### config.mk
export PLATFORM = sky130hd
export DESIGN_NAME = sdram_port_arbiter
export DESIGN_NICKNAME = d
export VERILOG_FILES = /design/src/rtl/sdram_port_arbiter.sv
export SDC_FILE = /design/constraint.sdc
export NUM_CORES = 1
export LEC_CHECK = 0
export ABC_AREA = 1
export CORE_MARGIN = 2
export CORE_UTILIZATION = 32
export CTS_BUF_LIST = sky130_fd_sc_hd__clkbuf_4
export DETAILED_ROUTE_END_ITERATION = 10
export PLACE_DENSITY = 0.76
export SYNTH_ARGS = -nofsm -noshare
export SYNTH_HDL_FRONTEND = slang
export SYNTH_SLANG_ARGS = --single-unit
### constraint.sdc
create_clock -name clk_clk -period 2.6 [get_ports clk_clk]
set_clock_uncertainty 0.15 [all_clocks]
set_input_delay 0.52 -clock clk_clk [delete_from_list [all_inputs] [get_ports clk_clk]]
set_output_delay 0.52 -clock clk_clk [all_outputs]
set_load 0.05 [all_outputs]
### src/rtl/sdram_port_arbiter.sv
// rtl/sdram_port_arbiter.sv - two-port Avalon-MM arbiter (audio writes, video burst reads) into the SDRAM controller
module sdram_port_arbiter #(
  parameter int ADDR_W       = 24,
  parameter int BURST_W      = 4,
  parameter int MAX_PEND     = 16,
  parameter int STARVE_LIMIT = 4,
  localparam int PEND_W      = $clog2(MAX_PEND + 1)
) (
  input  logic              clk_clk,
  input  logic              reset_reset_n,
  // audio capture writer
  input  logic              aud_req,
  input  logic [ADDR_W-1:0] aud_addr,
  input  logic [31:0]       aud_wdata,
  output logic              aud_ack,
  // video scanout reader
  input  logic              vid_req,
  input  logic [ADDR_W-1:0] vid_addr,
  input  logic [BURST_W-1:0] vid_burstcount,
  output logic              vid_ack,
  output logic [31:0]       vid_rdata,
  output logic              vid_rvalid,
  // master toward the SDRAM controller slave
  output logic [ADDR_W-1:0] m_address,
  output logic              m_read,
  output logic              m_write,
  output logic [31:0]       m_writedata,
  output logic [3:0]        m_byteenable,
  output logic [BURST_W-1:0] m_burstcount,
  input  logic              m_waitrequest,
  input  logic [31:0]       m_readdata,
  input  logic              m_readdatavalid,
  // status
  output logic [PEND_W-1:0] pend_beats,
  output logic              rd_err
);

  localparam int SW    = $clog2(STARVE_LIMIT + 1);
  localparam int SUM_W = ((PEND_W > BURST_W) ? PEND_W : BURST_W) + 1;

  typedef enum logic [1:0] {
    IDLE   = 2'd0,
    AUD_WR = 2'd1,
    VID_RD = 2'd2
  } state_t;

  state_t             r_state;
  logic [ADDR_W-1:0]  r_address;
  logic [31:0]        r_writedata;
  logic               r_write;
  logic               r_read;
  logic [BURST_W-1:0] r_burstcount;
  logic [SW-1:0]      r_starve;
  logic [PEND_W-1:0]  r_pend;
  logic               r_rd_err;
  logic [31:0]        r_vid_rdata;
  logic               r_vid_rvalid;

  logic [BURST_W-1:0] w_vid_bc_eff;
  logic [SUM_W-1:0]   w_vid_need;
  logic               w_vid_elig;
  logic               w_starved;
  logic               w_grant_vid;
  logic               w_grant_aud;
  logic               w_aud_accept;
  logic               w_vid_accept;
  logic               w_rd_beat;
  logic [PEND_W-1:0]  w_pend_inc;
  logic [PEND_W-1:0]  w_pend_dec;

  // A zero burstcount from the reader still moves one beat.
  assign w_vid_bc_eff = (vid_burstcount == '0) ? BURST_W'(1) : vid_burstcount;

  // Video may only start a burst whose beats all fit in the in-flight budget.
  assign w_vid_need = SUM_W'(r_pend) + SUM_W'(w_vid_bc_eff);
  assign w_vid_elig = vid_req && (w_vid_need <= SUM_W'(MAX_PEND));
  assign w_starved  = (r_starve == SW'(STARVE_LIMIT));

  // Audio wins unless video has been passed over STARVE_LIMIT times in a row.
  assign w_grant_vid = (r_state == IDLE) && w_vid_elig && (w_starved || !aud_req);
  assign w_grant_aud = (r_state == IDLE) && aud_req && !(w_starved && w_vid_elig);

  // A command is accepted in the first cycle it is on the bus without a stall.
  assign w_aud_accept = (r_state == AUD_WR) && !m_waitrequest;
  assign w_vid_accept = (r_state == VID_RD) && !m_waitrequest;

  // Beats arriving with nothing outstanding are flagged, not counted.
  assign w_rd_beat  = m_readdatavalid && (r_pend != '0);
  assign w_pend_inc = w_vid_accept ? PEND_W'(r_burstcount) : '0;
  assign w_pend_dec = w_rd_beat ? PEND_W'(1) : '0;

  // Command FSM: captures the winning request and holds it on the bus until accepted.
  always_ff @(posedge clk_clk or negedge reset_reset_n) begin
    if (!reset_reset_n) begin
      r_state      <= IDLE;
      r_address    <= '0;
      r_writedata  <= '0;
      r_write      <= 1'b0;
      r_read       <= 1'b0;
      r_burstcount <= BURST_W'(1);
      r_starve     <= '0;
    end else begin
      case (r_state)
        IDLE: begin
          if (w_grant_vid) begin
            r_address    <= vid_addr;
            r_burstcount <= w_vid_bc_eff;
            r_read       <= 1'b1;
            r_starve     <= '0;
            r_state      <= VID_RD;
          end else if (w_grant_aud) begin
            r_address    <= aud_addr;
            r_writedata  <= aud_wdata;
            r_burstcount <= BURST_W'(1);
            r_write      <= 1'b1;
            if (vid_req && !w_starved) begin
              r_starve <= r_starve + SW'(1);
            end
            r_state      <= AUD_WR;
          end
        end
        AUD_WR: begin
          if (!m_waitrequest) begin
            r_write <= 1'b0;
            r_state <= IDLE;
          end
        end
        VID_RD: begin
          if (!m_waitrequest) begin
            r_read  <= 1'b0;
            r_state <= IDLE;
          end
        end
        default: begin
          r_write <= 1'b0;
          r_read  <= 1'b0;
          r_state <= IDLE;
        end
      endcase
    end
  end

  // Outstanding read beat count and sticky underflow error.
  always_ff @(posedge clk_clk or negedge reset_reset_n) begin
    if (!reset_reset_n) begin
      r_pend   <= '0;
      r_rd_err <= 1'b0;
    end else begin
      r_pend <= r_pend + w_pend_inc - w_pend_dec;
      if (m_readdatavalid && (r_pend == '0)) begin
        r_rd_err <= 1'b1;
      end
    end
  end

  // Read data is forwarded to the video reader one cycle late, spurious beats included.
  always_ff @(posedge clk_clk or negedge reset_reset_n) begin
    if (!reset_reset_n) begin
      r_vid_rdata  <= '0;
      r_vid_rvalid <= 1'b0;
    end else begin
      r_vid_rdata  <= m_readdata;
      r_vid_rvalid <= m_readdatavalid;
    end
  end

  assign aud_ack      = w_aud_accept;
  assign vid_ack      = w_vid_accept;
  assign vid_rdata    = r_vid_rdata;
  assign vid_rvalid   = r_vid_rvalid;
  assign m_address    = r_address;
  assign m_read       = r_read;
  assign m_write      = r_write;
  assign m_writedata  = r_writedata;
  assign m_byteenable = 4'hF;
  assign m_burstcount = r_burstcount;
  assign pend_beats   = r_pend;
  assign rd_err       = r_rd_err;

endmodule

==> run_results.csv <==
group,metric,value,unit
run_status,outcome,"complete, no violations",
sta,hold_viol_final,0,
power_and_ir_drop,p_leak,3.861,nW
worst_setup_path,arrival,2.74,ns
clock_network,numCtsBuffers,9,
global_routing,grt_pass1_vias,4380,
synthesis,yosysWarnings,0,
worst_setup_path,startpoint,"vid_burstcount[0]",
detailed_routing,drt-initial-drc-count,211,
sta,period_share,97.29,%
sta,rsz0062_at_grt,"yes",
synthesis,synth_top_family_by_area,"simple AND/OR/NAND/NOR gates",
final_layout,final_nets,941,
final_layout,multi_input_area,0.001814,mm²
die,rows,44,
placement,place_congestion,0.7915,
sta,final-setup-viol-count,0,
detailed_routing,vias,4396,
placement,place_hpwl,10.19,mm
sta,fmax,395.3,MHz
power_and_ir_drop,powerDensity,1239,mW/mm²
worst_setup_path,critPathKind,"in2reg",
detailed_routing,wirelength,13.83,mm
final_layout,syn2layout_area_growth,61.08,%
global_routing,grt_pass1_wl,22.29,mm
final_layout,most-common-layout-cells,"clkdlybuf4s50_1, nand2_1, dfrtp_1, inv_1, nand4_1",
detailed_routing,drtAntennaViolNets,0,
worst_setup_path,endpoint,"m_writedata[26]",
synthesis,synth.top_cell.area_share,54.45,%
synthesis,postSynthCellCount,553,
clock_network,clk_path_buf_depth,2,
clock_network,htree_levels,3,
synthesis,ys_seq_elements,106,
clock_network,clk_root_buffer_cell,"clkbuf_4",
final_layout,seqCellArea,0.002656,mm²
die,core,0.01464,mm²
final_layout,layout-drive-gt1-share,12.30,%
detailed_routing,wl_per_cell,13.99,µm
synthesis,synth_compound_area_share,1.919,%
worst_setup_path,path_max_fanout,32,
sta,fin_crit,2.529,ns
placement,io_buffers,224,
synthesis,synth_fa_ha_area_share,5.237,%
die,dieArea,0.01608,mm²
final_layout,antenna_cells,0,
synthesis,avgSynthCellArea,8.727,µm²
global_routing,grt_max_degree,65,
run,maxCapViolations,0,
synthesis,mappedNetlistArea,0.004826,mm²
die,chipWidth,126.8,µm
hold_path,min_from,"vid_burstcount[3]",
detailed_routing,routed_via_density,4.445,
detailed_routing,drc,0,
sta,timing.setup.tns,0,ns
clock_network,clock_latency,0.46,ns
worst_setup_path,rr_startpoint,"pend_beats[0]",
global_routing,grt_usage,17.54,%
detailed_routing,drt_first_pass_iters,4,
synthesis,synthMuxAreaShare,0,%
global_routing,antenna_found_initial,1,
final_layout,fillers,1337,
worst_setup_path,crit_path_start_kind,"input port",
sta,slew_viol_final,0,
die,fp.dieH,126.8,µm
die,start_util,32.95,%
synthesis,synth_area_leaders,"dfrtp_1, nand2_1, inv_1",
synthesis,synthSimpleGateAreaFrac,26.78,%
worst_setup_path,rr_endpoint,"m_writedata[26]",
hold_path,hold_class,"in2reg",
power_and_ir_drop,vdd_drop_max,432.9,µV
worst_setup_path,required,2.82,ns
clock_network,clkTransAtPathRegs,0.16,ns
final_layout,final_common_cell,"clkdlybuf4s50_1",
worst_setup_path,critical_path.endpoint_type,"flop",
clock_network,cts_sinks,106,
synthesis,synth_xor_area_share,0.9074,%
sta,whs,0.1822,ns
synthesis,yosysTopAreaCell,"dfrtp_1",
worst_setup_path,worst-r2r-cell-count,12,
die,pin_count,229,
sta,slew_headroom,62.04,%
synthesis,ys_seq_area_share,54.99,%
synthesis,netlist-cell-type-count,32,
worst_setup_path,r2r_setup_slack,0.09,ns
sta,tightest_slew,0.5677,ns
global_routing,overflow,0,
clock_network,cts_tree,"yes",
## flip-flops by register name, indices dropped and copies added, names as in the netlist
signal and flops:
m_address 24, r_starve 3, rd_err 1, m_write 1, vid_rdata 32, m_writedata 32
vid_rvalid 1, m_read 1, pend_beats 5, r_state 2, m_burstcount 4
## what timing repair did
action	4_1_cts	5_1_grt
buffers inserted	6	0
hold buffers	1	0
endpoints found under the hold margin	105	0
gates cloned	2	0
resized for setup	23	19
endpoints found under the setup margin	68	48
pin swaps	3	6
## cell type report
cell class	count	area share, %
Clock inverter	7	0.7726
Multi-Input combinational cell	340	23.34
Timing Repair Buffer	259	33.51
Sequential cell	106	34.17
Tap cell	184	2.962
Clock buffer	9	0.8691
Inverter	84	4.378
## cells in the mapped netlist (all sizes together)
library cell and number:
nand2 218, dfrtp 105, inv 84, nand3 33, nand4 30, buf 20
ha 17, nor2 14, o21ai 8, clkbuf 6, a21oi 5, xor2 4
fa 2, a21o 1, a31o 1, and3 1, conb 1, dfstp 1
or2 1, xnor2 1
## worst max-delay path, stage by stage
cell	delay (ns)
dlygate4sd2_1	0.25
a31o_4	0.22
ha_4	0.16
fa_1	0.42
or2_1	0.24
nor2_2	0.12
nand3_4	0.10
nand2_4	0.10
nand4_1	0.13
nand2_4	0.17
buf_12	0.13
inv_12	0.06
nand2_1	0.06
nand2_1	0.04
## per-stage QoR
stage | total power [mW] | cell area [µm²] | worst slack, ns | std cells | utilization [%]
final | 9.631 | 7774 | 0.07054 | 989 | 53.08
after global routing | 10.29 | 7774 | -0.01130 | 989 | 53.08
after CTS | 9.823 | 7826 | 0.02831 | 992 | 53.44
after detailed placement | 8.704 | 7527 | -0.9200 | 967 | 51.40
after global placement | 8.595 | 7527 | -0.8483 | 967 | 51.40
after floorplan | 6.588 | 4950 | -0.05881 | 556 | -
## where the power goes
part           total, mW  switching (mW)  leakage [nW]  internal, mW
combinational       6.21            4.00          2.51          2.21
sequential          2.60           0.357          1.28          2.24
clock              0.821           0.606        0.0668         0.216
total               9.63            4.96          3.86          4.67
## kinds of logic after synthesis
logic type      after synthesis
fa+ha+maj                    19
other cells                   1
xor+xnor                      5
simple gates                297
compound gates               15
buf+inv                     110
flops                       106
## worst min-delay path by stage
stage               cells after the start              end
finish                                  3  m_burstcount[3]
floorplan                               0     m_address[0]
global route                            3  m_burstcount[3]
CTS                                     3  m_burstcount[2]
global placement                        1           rd_err
detailed placement                      1           rd_err
## metal layers
metal	vias to the layer above	wire length [µm]	global-route usage, %
met5	-	13	0
met4	2	218	5.171
met3	17	1081	5.441
met2	146	6884	30.23
met1	2049	5635	21.14
li1	2182	-	-
Power figures use the tool's default switching activity.
==> RTL change: new RTL, config.mk and constraints unchanged <==
Set the parameter `STARVE_LIMIT` to 2 (it was 4).
--- a/src/rtl/sdram_port_arbiter.sv
+++ b/src/rtl/sdram_port_arbiter.sv
@@ -3,7 +3,7 @@
   parameter int ADDR_W       = 24,
   parameter int BURST_W      = 4,
   parameter int MAX_PEND     = 16,
-  parameter int STARVE_LIMIT = 4,
+  parameter int STARVE_LIMIT = 2,
   localparam int PEND_W      = $clog2(MAX_PEND + 1)
 ) (
   input  logic              clk_clk,
Function: changed (a bounded check fails within 10 cycles, from zero or initial values and one cycle with reset_reset_n low).
==> RTL change against the unedited design <==
- routed wire length rose by 0.14%
- power shrank 0.14%
- setup slack worse by 0.017 ns
- sequential cell count is 1 lower
- first-iteration DRC count fell by 43%
- design area down 1.6%
- synthesized area is 2.2% lower
- non-clock buffer count is 4 higher
- critical path type unchanged
==> RTL change: results (changes against the unedited design) <==
* Status: finished, final reports clean (unchanged)
* Setup ws final at 0.05362 ns (was 0.07054 ns)
* Number of fill cells in the layout at 1324 (was 1337)
* DR iter-0 viols at 120 (was 211)
* Inverters at 84 (unchanged)
* Mean number of vias per cell at 4.478 (was 4.445)
* Dpl ws at -0.8608 ns (was -0.9200 ns)
* Grt met2 use at 29.19% (was 30.23%)
* Crit path from: vid_burstcount[1] (was vid_burstcount[0])
* Met3 GRT Util at 4.193% (was 5.441%)
* Diodes inserted at 1 (was 0)
* Placed cell count at 964 (was 967)
* Top_reg_cell synth: dfrtp_1 (unchanged)
* Flip-flop and latch area at 0.002630 mm² (was 0.002656 mm²)
* Post-synth top cells: 209 x nand2_1, 104 x dfrtp_1, 81 x inv_1 (was 214 x nand2_1, 105 x dfrtp_1, 80 x inv_1)
* Gp weighted congestion at 0.8025 (was 0.7915)
* Crit path max-delay family: simple AND/OR/NAND/NOR gates (unchanged)
* Slew of the pin with the lowest slew margin at 0.6570 ns (was 0.5677 ns)
* Post-route met1 wirelength at 5774 µm (was 5635 µm)
* Pleak at 3.824 nW (was 3.861 nW)
* Wire length per cell at 14.06 µm (was 13.99 µm)
* Multi-input combinational area share at 22.13% (was 23.34%)
* CLK BUF at 10 (was 9)
* Die ar. at 0.01573 mm² (was 0.01608 mm²)
* Synth Area in Compound Gates at 2.068% (was 1.919%)
* Non-filler instance count after layout at 985 (was 989)
* Reg2reg path depth at 12 (unchanged)
* VDD IR-drop max at 511.8 µV (was 432.9 µV)
* Cell Area, Placed at 0.007395 mm² (was 0.007527 mm²)
* CTS buffer count at 9 (unchanged)
* Sequential element share of the synthesized area at 55.71% (was 54.99%)
* Non-Clock Buffer Count at 263 (was 259)
* Vias in the first global route at 4377 (was 4380)
* Layout Nets at 935 (was 941)
* Flops & latches, synth at 105 (was 106)
* Pin count of the biggest net entering global routing at 48 (was 65)
* Tot GR Track Use at 17.86% (was 17.54%)
* Total core area at 0.01448 mm² (was 0.01464 mm²)
* Dominant cells by area after synthesis: dfrtp_1 55%, nand2_1 17%, inv_1 6.4% (was dfrtp_1 54%, nand2_1 17%, inv_1 6.2%)
* Crit-path max FO at 12 (was 32)
* DP HPWL at 10490 µm (was 10190 µm)
* Global-route wire length before repair at 22220 µm (was 22290 µm)
* HP Start: vid_burstcount[2] (was vid_burstcount[3])
* Layout cell share with drive strength beyond 1 at 10.50% (was 12.30%)
* Highest Signal Layer: met4 (was met5)
* Multi-In Gates at 332 (was 340)
* Met1 usage at 22.25% (was 21.14%)
* Data buffer area share at 34.46% (was 33.51%)
* Worst Path Arrival at 2.79 ns (was 2.74 ns)
* Yosys cell types at 30 (was 32)
* Syn Inst Count at 544 (was 553)
* Metal3 WL at 873 µm (was 1081 µm)
* Post-synthesis adder-cell area fraction at 5.091% (was 5.237%)
* Clock buf/inv share at 1.717% (was 1.642%)
* Clock latency on the worst-skew pair at 0.47 ns
* Met2 routed WL at 6702 µm (was 6884 µm)
* R2R Path End: m_writedata[17] (was m_writedata[26])
* XOR/XNOR Fraction of Synth Area at 0.7425% (was 0.9074%)
* Sequential cell area share at 34.37% (was 34.17%)
## RTL change: how the worst min path moves through the flow
stage	endpoint	slack [ns]	depth (start not counted)
after floorplan	m_address[0]	0.07	0
after global placement	rd_err	0.29	1
after detailed placement	rd_err	0.31	1
after CTS	vid_rdata[2]	0.26	1
after global routing	m_burstcount[2]	0.16	3
final	m_burstcount[2]	0.19	3
## RTL change: repair_timing
action                     CTS  global route
resized for setup            8            26
pin swaps                    4             8
cloned                       0             1
hold endpoints to repair    44             0
setup endpoints to repair   67            67
hold buffers                 1             0
setup buffers                0             2
## RTL change: cells by family (layout without fill, tap and decap cells)
group,Yosys count,in the layout
AOI/OAI and AO/OA,16,16
xor gates and xnor gates,4,4
DFF,105,105
adders and majority gates,18,18
and+or+nand+nor,290,290
buffers and inverters,110,363
other,1,5
## RTL change: power by group
group	internal (W)	switching, W
registers	0.00223	0.000350
clock network	0.000232	0.000598
logic	0.00223	0.00398
total	0.00469	0.00493
